**src/rtl/product_combiner_if.sv**
```systemverilog
// Beat/result handshake bundle between the lane multipliers, the product combiner and the
// consumer.
interface product_combiner_if;
  logic        in_valid;
  logic        in_ready;
  logic [1:0]  sew;
  logic        count_0;
  logic [15:0] pp1;
  logic [15:0] pp2;
  logic [15:0] pp3;
  logic [15:0] pp4;
  logic [15:0] pp5;
  logic [15:0] pp6;
  logic [15:0] pp7;
  logic [15:0] pp8;
  logic        out_valid;
  logic        out_ready;
  logic [63:0] result;
  logic [1:0]  out_sew;
  logic        err;

  modport master (
    output in_valid, sew, count_0, pp1, pp2, pp3, pp4, pp5, pp6, pp7, pp8, out_ready,
    input  in_ready, out_valid, result, out_sew, err
  );

  modport slave (
    input  in_valid, sew, count_0, pp1, pp2, pp3, pp4, pp5, pp6, pp7, pp8, out_ready,
    output in_ready, out_valid, result, out_sew, err
  );
endinterface

```
**src/rtl/product_combiner.sv**
```systemverilog
// Combines eight 8x8 lane products into 8-, 16- or 32-bit unsigned products; 32-bit
// products arrive as two half beats and are accumulated across them.
module product_combiner (
  input  logic               clk,
  input  logic               reset,
  product_combiner_if.slave  bus
);

  localparam logic [0:0] StIdle = 1'b0;
  localparam logic [0:0] StHalf = 1'b1;

  logic [0:0]  state_q, state_d;
  logic [47:0] acc_q, acc_d;
  logic [63:0] result_q, result_d;
  logic [1:0]  out_sew_q, out_sew_d;
  logic        out_valid_q, out_valid_d;
  logic        err_q, err_d;

  logic        accept;
  logic        load;
  logic [47:0] half_sum;
  logic [31:0] e0, e1;

  assign bus.in_ready  = !out_valid_q || bus.out_ready;
  assign accept        = bus.in_valid && bus.in_ready;
  assign bus.out_valid = out_valid_q;
  assign bus.result    = result_q;
  assign bus.out_sew   = out_sew_q;
  assign bus.err       = err_q;

  // Lanes 1-4 weight the low B byte of the half, lanes 5-8 the next byte up.
  always_comb begin
    half_sum = 48'(bus.pp1)         + (48'(bus.pp5) << 8)
             + (48'(bus.pp2) << 8)  + (48'(bus.pp6) << 16)
             + (48'(bus.pp3) << 16) + (48'(bus.pp7) << 24)
             + (48'(bus.pp4) << 24) + (48'(bus.pp8) << 32);
    e0 = 32'(bus.pp1) + (32'(bus.pp2) << 8) + (32'(bus.pp5) << 8) + (32'(bus.pp6) << 16);
    e1 = 32'(bus.pp3) + (32'(bus.pp4) << 8) + (32'(bus.pp7) << 8) + (32'(bus.pp8) << 16);
  end

  always_comb begin
    state_d   = state_q;
    acc_d     = acc_q;
    result_d  = result_q;
    out_sew_d = out_sew_q;
    err_d     = err_q;
    load      = 1'b0;
    if (accept) begin
      unique case (bus.sew)
        2'b00, 2'b01: begin
          // A narrow beat abandons any pending half product.
          if (state_q == StHalf) err_d = 1'b1;
          result_d  = (bus.sew == 2'b00) ? {bus.pp4, bus.pp3, bus.pp2, bus.pp1} : {e1, e0};
          out_sew_d = bus.sew;
          load      = 1'b1;
          acc_d     = '0;
          state_d   = StIdle;
        end
        2'b10: begin
          if (state_q == StIdle) begin
            if (bus.count_0) err_d = 1'b1;
            acc_d   = half_sum;
            state_d = StHalf;
          end else begin
            if (!bus.count_0) err_d = 1'b1;
            result_d  = 64'(acc_q) + {half_sum, 16'b0};
            out_sew_d = 2'b10;
            load      = 1'b1;
            acc_d     = '0;
            state_d   = StIdle;
          end
        end
        default: begin
          err_d   = 1'b1;
          acc_d   = '0;
          state_d = StIdle;
        end
      endcase
    end
    out_valid_d = load || (out_valid_q && !bus.out_ready);
  end

  always_ff @(posedge clk or posedge reset) begin
    if (reset) begin
      state_q     <= StIdle;
      acc_q       <= '0;
      result_q    <= '0;
      out_sew_q   <= 2'b00;
      out_valid_q <= 1'b0;
      err_q       <= 1'b0;
    end else begin
      state_q     <= state_d;
      acc_q       <= acc_d;
      result_q    <= result_d;
      out_sew_q   <= out_sew_d;
      out_valid_q <= out_valid_d;
      err_q       <= err_d;
    end
  end

endmodule

```
**src/flat_wrapper.sv**
```systemverilog
// flat-port wrapper written by rule: the top's interface ports become plain ports
module product_combiner_flat 
  (clk, reset, bus_in_valid, bus_sew, bus_count_0, bus_pp1, bus_pp2, bus_pp3, bus_pp4, bus_pp5, bus_pp6, bus_pp7, bus_pp8, bus_out_ready, bus_in_ready, bus_out_valid, bus_result, bus_out_sew, bus_err);
  product_combiner_if bus_i ();
  input  logic clk;
  input  logic reset;
  input wire logic [$bits(bus_i.in_valid)-1:0] bus_in_valid;
  input wire logic [$bits(bus_i.sew)-1:0] bus_sew;
  input wire logic [$bits(bus_i.count_0)-1:0] bus_count_0;
  input wire logic [$bits(bus_i.pp1)-1:0] bus_pp1;
  input wire logic [$bits(bus_i.pp2)-1:0] bus_pp2;
  input wire logic [$bits(bus_i.pp3)-1:0] bus_pp3;
  input wire logic [$bits(bus_i.pp4)-1:0] bus_pp4;
  input wire logic [$bits(bus_i.pp5)-1:0] bus_pp5;
  input wire logic [$bits(bus_i.pp6)-1:0] bus_pp6;
  input wire logic [$bits(bus_i.pp7)-1:0] bus_pp7;
  input wire logic [$bits(bus_i.pp8)-1:0] bus_pp8;
  input wire logic [$bits(bus_i.out_ready)-1:0] bus_out_ready;
  output wire logic [$bits(bus_i.in_ready)-1:0] bus_in_ready;
  output wire logic [$bits(bus_i.out_valid)-1:0] bus_out_valid;
  output wire logic [$bits(bus_i.result)-1:0] bus_result;
  output wire logic [$bits(bus_i.out_sew)-1:0] bus_out_sew;
  output wire logic [$bits(bus_i.err)-1:0] bus_err;
  assign bus_i.in_valid = bus_in_valid;
  assign bus_i.sew = bus_sew;
  assign bus_i.count_0 = bus_count_0;
  assign bus_i.pp1 = bus_pp1;
  assign bus_i.pp2 = bus_pp2;
  assign bus_i.pp3 = bus_pp3;
  assign bus_i.pp4 = bus_pp4;
  assign bus_i.pp5 = bus_pp5;
  assign bus_i.pp6 = bus_pp6;
  assign bus_i.pp7 = bus_pp7;
  assign bus_i.pp8 = bus_pp8;
  assign bus_i.out_ready = bus_out_ready;
  assign bus_in_ready = bus_i.in_ready;
  assign bus_out_valid = bus_i.out_valid;
  assign bus_result = bus_i.result;
  assign bus_out_sew = bus_i.out_sew;
  assign bus_err = bus_i.err;
  product_combiner u_core (.clk(clk), .reset(reset), .bus(bus_i));
endmodule
```
**config.mk**
```make
export PLATFORM = sky130hd
export DESIGN_NAME = product_combiner_flat
export DESIGN_NICKNAME = d
export VERILOG_FILES = /design/src/rtl/product_combiner_if.sv /design/src/rtl/product_combiner.sv /design/src/flat_wrapper.sv
export SDC_FILE = /design/constraint.sdc
export NUM_CORES = 1
export LEC_CHECK = 0
export ABC_AREA = 0
export BUFFER_PORTS_ARGS = -buffer_cell sky130_fd_sc_hd__buf_2
export CORE_ASPECT_RATIO = 1.1
export CORE_MARGIN = 2
export CORE_UTILIZATION = 65
export CTS_BUF_LIST = sky130_fd_sc_hd__clkbuf_4 sky130_fd_sc_hd__clkbuf_8
export CTS_CLUSTER_SIZE = 8
export DETAILED_ROUTE_END_ITERATION = 12
export GPL_ROUTABILITY_DRIVEN = 0
export GPL_TIMING_DRIVEN = 0
export PLACE_DENSITY = 0.95
export SLEW_MARGIN = 20
export SYNTH_ARGS = -nofsm -noshare
export SYNTH_HDL_FRONTEND = slang
export SYNTH_SLANG_ARGS = --single-unit
```
**constraint.sdc**
```tcl
create_clock -name clk -period 6.7 [get_ports clk]
set_clock_uncertainty 0.2 [all_clocks]
set_input_delay 0.67 -clock clk [delete_from_list [all_inputs] [get_ports clk]]
set_output_delay 0.67 -clock clk [all_outputs]
set_load 0.1 [all_outputs]
```
==> results of run 1 <==
synthesized netlist by cell type, drive strengths merged, types with 3 or more instances:
master / n / area [sq um]
a2111oi: 4 / 41.29
a211o: 5 / 43.79
a211oi: 16 / 120.1
a21boi: 3 / 22.52
a21o: 29 / 217.7
a21oi: 147 / 743.2
a221o: 4 / 40.04
a221oi: 13 / 120.1
a22o: 41 / 359.1
a311oi: 5 / 61.31
a31oi: 19 / 118.9
and2: 9 / 58.81
and3: 7 / 43.79
and4: 3 / 26.28
buf: 8 / 32.53
clkbuf: 48 / 181.4
dfrtp: 117 / 2928
fa: 64 / 1281
ha: 196 / 2452
inv: 125 / 469.2
mux2i: 25 / 250.2
nand2: 150 / 563.0
nand2b: 15 / 93.84
nand3: 31 / 155.2
nand4: 14 / 102.6
nor2: 157 / 589.3
nor2b: 14 / 87.58
nor3: 33 / 165.2
nor3b: 3 / 22.52
nor4: 4 / 31.28
o211ai: 12 / 90.09
o21a: 15 / 112.6
o21ai: 100 / 500.5
o21bai: 25 / 187.7
o221ai: 6 / 52.55
o22a: 3 / 26.28
o22ai: 8 / 50.05
o31ai: 3 / 27.52
o41ai: 5 / 51.30
or3: 6 / 37.54
or4: 5 / 37.54
xnor2: 109 / 962.2
xor2: 39 / 341.6
routing by layer:
layer	GRT overflow	global-route usage
met1	0	0.6442
met2	1	0.8039
met3	0	0.5305
met4	3	0.6223
met5	0	0.2288
through the flow:
stage | hold slack, ps | setup TNS (ps)
after floorplan | 249.6 | -5153
after global placement | 250.4 | -28140
after detailed placement | 265.6 | -37030
after CTS | 0.4975 | -11900
repair_timing:
item,CTS
setup buffers,50
endpoints found under the setup margin,27
resized for setup,123
pin swaps,86
cell families after synthesis:
logic type | synth area share
xor gates and xnor gates | 0.09239
AOI/OAI and AO/OA | 0.2216
adders and majority gates | 0.2646
DFF | 0.2075
buffers and inverters | 0.04841
and+or+nand+nor | 0.1462
muxes | 0.01933
==> results.md, run 1 <==
- Post-synth EDFFs: 0
- Total CTS buffers: 17
- Mapped Cells: roughly 1,700
- Run Error: [ERROR GRT-0116] Global routing finished with congestion. Check the congestion regions in the DRC Viewer.
- Vias in the first global route: 18,640
- Ys Warns: 0
- Post-CTS Hold Buffers: 0
- Distinct cell type count after synthesis: between 70 and 80
- Post-Syn Area: roughly 0.014 sq mm
- Placed inst area: roughly 0.016 sq mm
- Die H: about 160 um
- Share of the yosys chip area belonging to registers: 0.2075
- CTS Buffer Depth: 2
- H-tree lvl count: 4
- Rows: 56
- First-pass GRT wire length: roughly 110 mm
- Sink Count: 117
- Starting Density: 0.6625
- Synth Register Bits: around 120
- Largest net degree at the start of global routing: 77
- Top FF cell, synth: dfrtp_1
- Clk root buf: clkbuf_8
- Status: aborted with a tool error
- Failing step: global routing
- Syn avg cell area: approximately 8.5 sq um
- Syn Nets: between 2,000 and 2,500
- Hpwl dp: between 30 and 40 mm
- Placed insts: around 2,200
- Dpl ws: -1921 ps
- IO Count: about 200
- GRT Overall Usage: 0.6507
- Async SR Flop Fraction: 1.000
- GR Overflow Total: 4
- Die width: about 140 um
- Port Buffer Count: ~200
==> run 2: changes to the inputs <==
CORE_ASPECT_RATIO = default   (was 1.1)
CORE_UTILIZATION = 40   (was 65)
CTS_BUF_LIST = default   (was sky130_fd_sc_hd__clkbuf_4 sky130_fd_sc_hd__clkbuf_8)
CTS_CLUSTER_SIZE = default   (was 8)
PLACE_DENSITY = default   (was 0.95)
PLACE_DENSITY_LB_ADDON = 0.15   (was default)
==> run 2 against run 1 <==
Synthesized cell count unchanged. Synthesized area stayed put. The flow now finishes, with violations (negative setup slack).
==> results.md, run 2 <==
- Status: finished, violations left
- Failing checks: negative setup slack
- Starting Density: 0.4075 (-0.2550)
- Port Buffer Count: 203 (unchanged)
- Syn Nets: 2,063 (unchanged)
- Sink Count: 117 (unchanged)
- GR Overflow Total: 0
- Total iterations of the first detailed-routing run: 5
- First-pass GRT wire length: 78.83 mm
- Die area: ~0.037 sq mm
- Die H: 191.8 um (+21%)
- Total CTS buffers: 17 (unchanged)
- Share of the yosys chip area belonging to registers: 0.2075 (unchanged)
- Rows: 68 (+21%)
- Setup_tns: -13,830 ps
- Crit Path Category: in2reg
- Simple-Gate Fraction of Synth Area: 0.1462 (unchanged)
- Crit share post-route: 1.144
- Hold_ws: roughly 65 ps
- Hpwl dp: 42.58 mm (+7.0%)
- Largest family of logic cells by synthesized area: adder cells
- Distinct cell type count after synthesis: 75 (unchanged)
- Mux share of post-synthesis cell area: 0.01933 (unchanged)
- Sw frac: 0.5448
- Wire per inst: approximately 22 um
- Cell with the largest stage delay on the worst path: or4_4
- Dpl ws: -2165 ps (-244.3 ps)
- Type of origin of the critical path: primary input
- Worst VDD drop: ~0.31 mV
- Final wirelength: approximately 54 mm
- Crit path time final: around 7700 ps
- Adder-cell share of the synthesized area: 0.2646 (unchanged)
- Clk root buf: clkbuf_16
- Max cap viols: 0
- Slew HR: 0.3750
- Register area: roughly 0.0029 sq mm
- H-tree lvl count: 4 (unchanged)
- Post-synth top area cell: dfrtp_1
- Family with the most delay on the worst path: compound AO/OA/AOI/OAI gates
- CORE AREA: approximately 0.035 sq mm
- Async SR Flop Fraction: 1.000 (unchanged)
- Max FFs per register: 64
- Vias in the first global route: ~14,000
- Post-CTS Hold Buffers: 0 (unchanged)
- Commonest non-fill, non-tap cells in the layout: 201 x buf_2, 167 x ha_1, 143 x nor2_1, 140 x nand2_1, 121 x a21oi_1
- Met1 WL: between 20 and 25 mm
- Setup-failing EPs final: 22
- Post-Syn Area: 0.01411 sq mm (unchanged)
- Clock Latency Late Sink: around 440 ps
- Data required time of the worst path: about 6900 ps
- Pins over their slew limit: 0
- Synth Register Bits: 117 (unchanged)
- Area growth syn-to-layout: 30.15%
- Fill cell count: 3,233
- Compound-Gate Fraction of Synth Area: 0.2216 (unchanged)
- Multi-input logic area: roughly 0.012 sq mm
- IO Count: 204 (unchanged)
- Final hold vios: 0
- Flop pwr share: 0.123
- CTS Buffer Depth: 2 (unchanged)
- Largest cells by area after synthesis: dfrtp_1 21%, ha_1 17%, fa_1 9.1%
- Buf/Inv on CP: 9
- DRT iter0 DRCs: 938
- Final net count: 2,365
- Fmax: around 130 MHz
- Top FF cell, synth: dfrtp_1
- Synth Area in XOR/XNOR: 0.09239 (unchanged)
- Commonest non-fill, non-tap cell in the layout: buf_2
- Worst EP arrival: slightly below 8000 ps
- Top layer in use: met4
- Clock-pin slew on the worst setup and hold paths: 60 ps
- Layout cells sized above 1: 0.2538
- Share of the synthesized area in the top cell type: 0.2075 (unchanged)
- Post-synth EDFFs: 0 (unchanged)
- Ys Warns: 0 (unchanged)
- Worst min path class: in2async
- Lkg Pwr: between 0.008 and 0.009 uW
- Min setup slack post-route: -966.2 ps
- P_sw: ~4700 uW
- Die width: 191.8 um (+33%)
- GRT Overall Usage: 0.2861
- # DRC: 0
- Vias per cell: 5.781
- Initial antenna violation count: 0
- Mapped Cells: 1,668 (unchanged)
- Vias: about 14,000
- Met3 WL: approximately 3 mm
- Worst Setup End Kind: flip-flop
- DR WL met2: 25.91 mm
- Routed Antenna Nets: 0
- Gate power share: 0.764
- RSZ-0062 raised after global routing: yes
- Top-count cell post-synth: ha_1
- Syn avg cell area: 8.460 sq um (unchanged)
- Worst Path Max Fanout: 5
- Internal Power: approximately 3900 uW
- Antenna cells: 0
- PD cells: between 400 and 500 mW/mm^2
- Total power: roughly 8600 uW
- Slowest stage delay, CP: ~520 ps
- CTS tree: yes
- Clock Power Share: 0.113
- Worst-margin pin slew: ~930 ps
- Largest net degree at the start of global routing: 76
- Post-synth top cells: 196 x ha_1, 157 x nor2_1, 150 x nand2_1
## run 2: cell counts after synthesis
Identical to the previous run, type by type.
## run 2: worst paths after layout
check                      slack, ps              from  cells after the start                     to
max                             -970        bus_pp1[8]                     41  u_core.bus.result[49]
min                               60             reset                      2   u_core.bus.result[4]
max reg2reg                     2570  u_core.acc_q[16]                     14  u_core.bus.result[56]
min reg2reg                      270    u_core.bus.err                      1         u_core.bus.err
max in group asynchronous       5490             reset                      3       u_core.acc_q[29]
min in group clk                 270    u_core.bus.err                      1         u_core.bus.err
## run 2: logic make-up (layout without fill, tap and decap cells)
group | after synthesis | in the layout
AOI/OAI and AO/OA | 478 | 478
buffers and inverters | 181 | 495
and+or+nand+nor | 457 | 457
muxes | 27 | 27
DFF | 117 | 117
xor gates and xnor gates | 148 | 148
adders and majority gates | 260 | 260
## run 2: worst register-to-register path, stage by stage, from the launching register on
cell,delay [ps]
dfrtp_1,390
ha_1,190
inv_1,60
fa_1,380
nor2b_1,230
o211ai_1,170
a211oi_1,450
o41ai_1,230
a211o_1,360
a2111oi_4,380
o221ai_4,200
nor4_2,280
xor2_1,270
nand2_1,110
a21oi_2,170
## run 2: power by group through the flow
stage	Combinational (uW)	Clock [uW]	Sequential (uW)
floorplan	2790	0	1980
global placement	4980	0	1050
detailed placement	5020	0	1050
CTS	5810	977	1050
global route	6920	1010	1060
finish	6560	974	1050
## run 2: per-stage QoR
stage / cells / instance area [sq um] / utilization
floorplan: 1668 / 14320 / -
global placement: 2326 / 15910 / 0.4593
detailed placement: 2327 / 15950 / 0.4605
CTS: 2402 / 17610 / 0.5086
global route: 2437 / 18370 / 0.5304
finish: 2437 / 18370 / 0.5304
## run 2: area by class of cell
cell class | count | share of cell area
multi-input combinational | 1370 | 0.6448
sequential | 117 | 0.1594
buffer | 55 | 0.01192
timing repair buffer | 284 | 0.09395
tap | 455 | 0.03100
clock inverter | 14 | 0.009606
inverter | 125 | 0.02616
clock buffer | 17 | 0.02316
## run 2: metal layers
layer  GRT usage  vias up
li1            -     6562
met3     0.03015      141
met5           0        -
met4      0.1648        0
met2      0.4893      564
met1      0.3498     6822
## run 2: timing repair
| action | CTS | global route |
|---|---|---|
| resized for setup | 126 | 104 |
| pin swaps | 88 | 92 |
| gates cloned | 0 | 0 |
| buffers inserted | 45 | 36 |
| setup endpoints to repair | 27 | 35 |
Note: power is estimated with default switching activity, not from simulation.
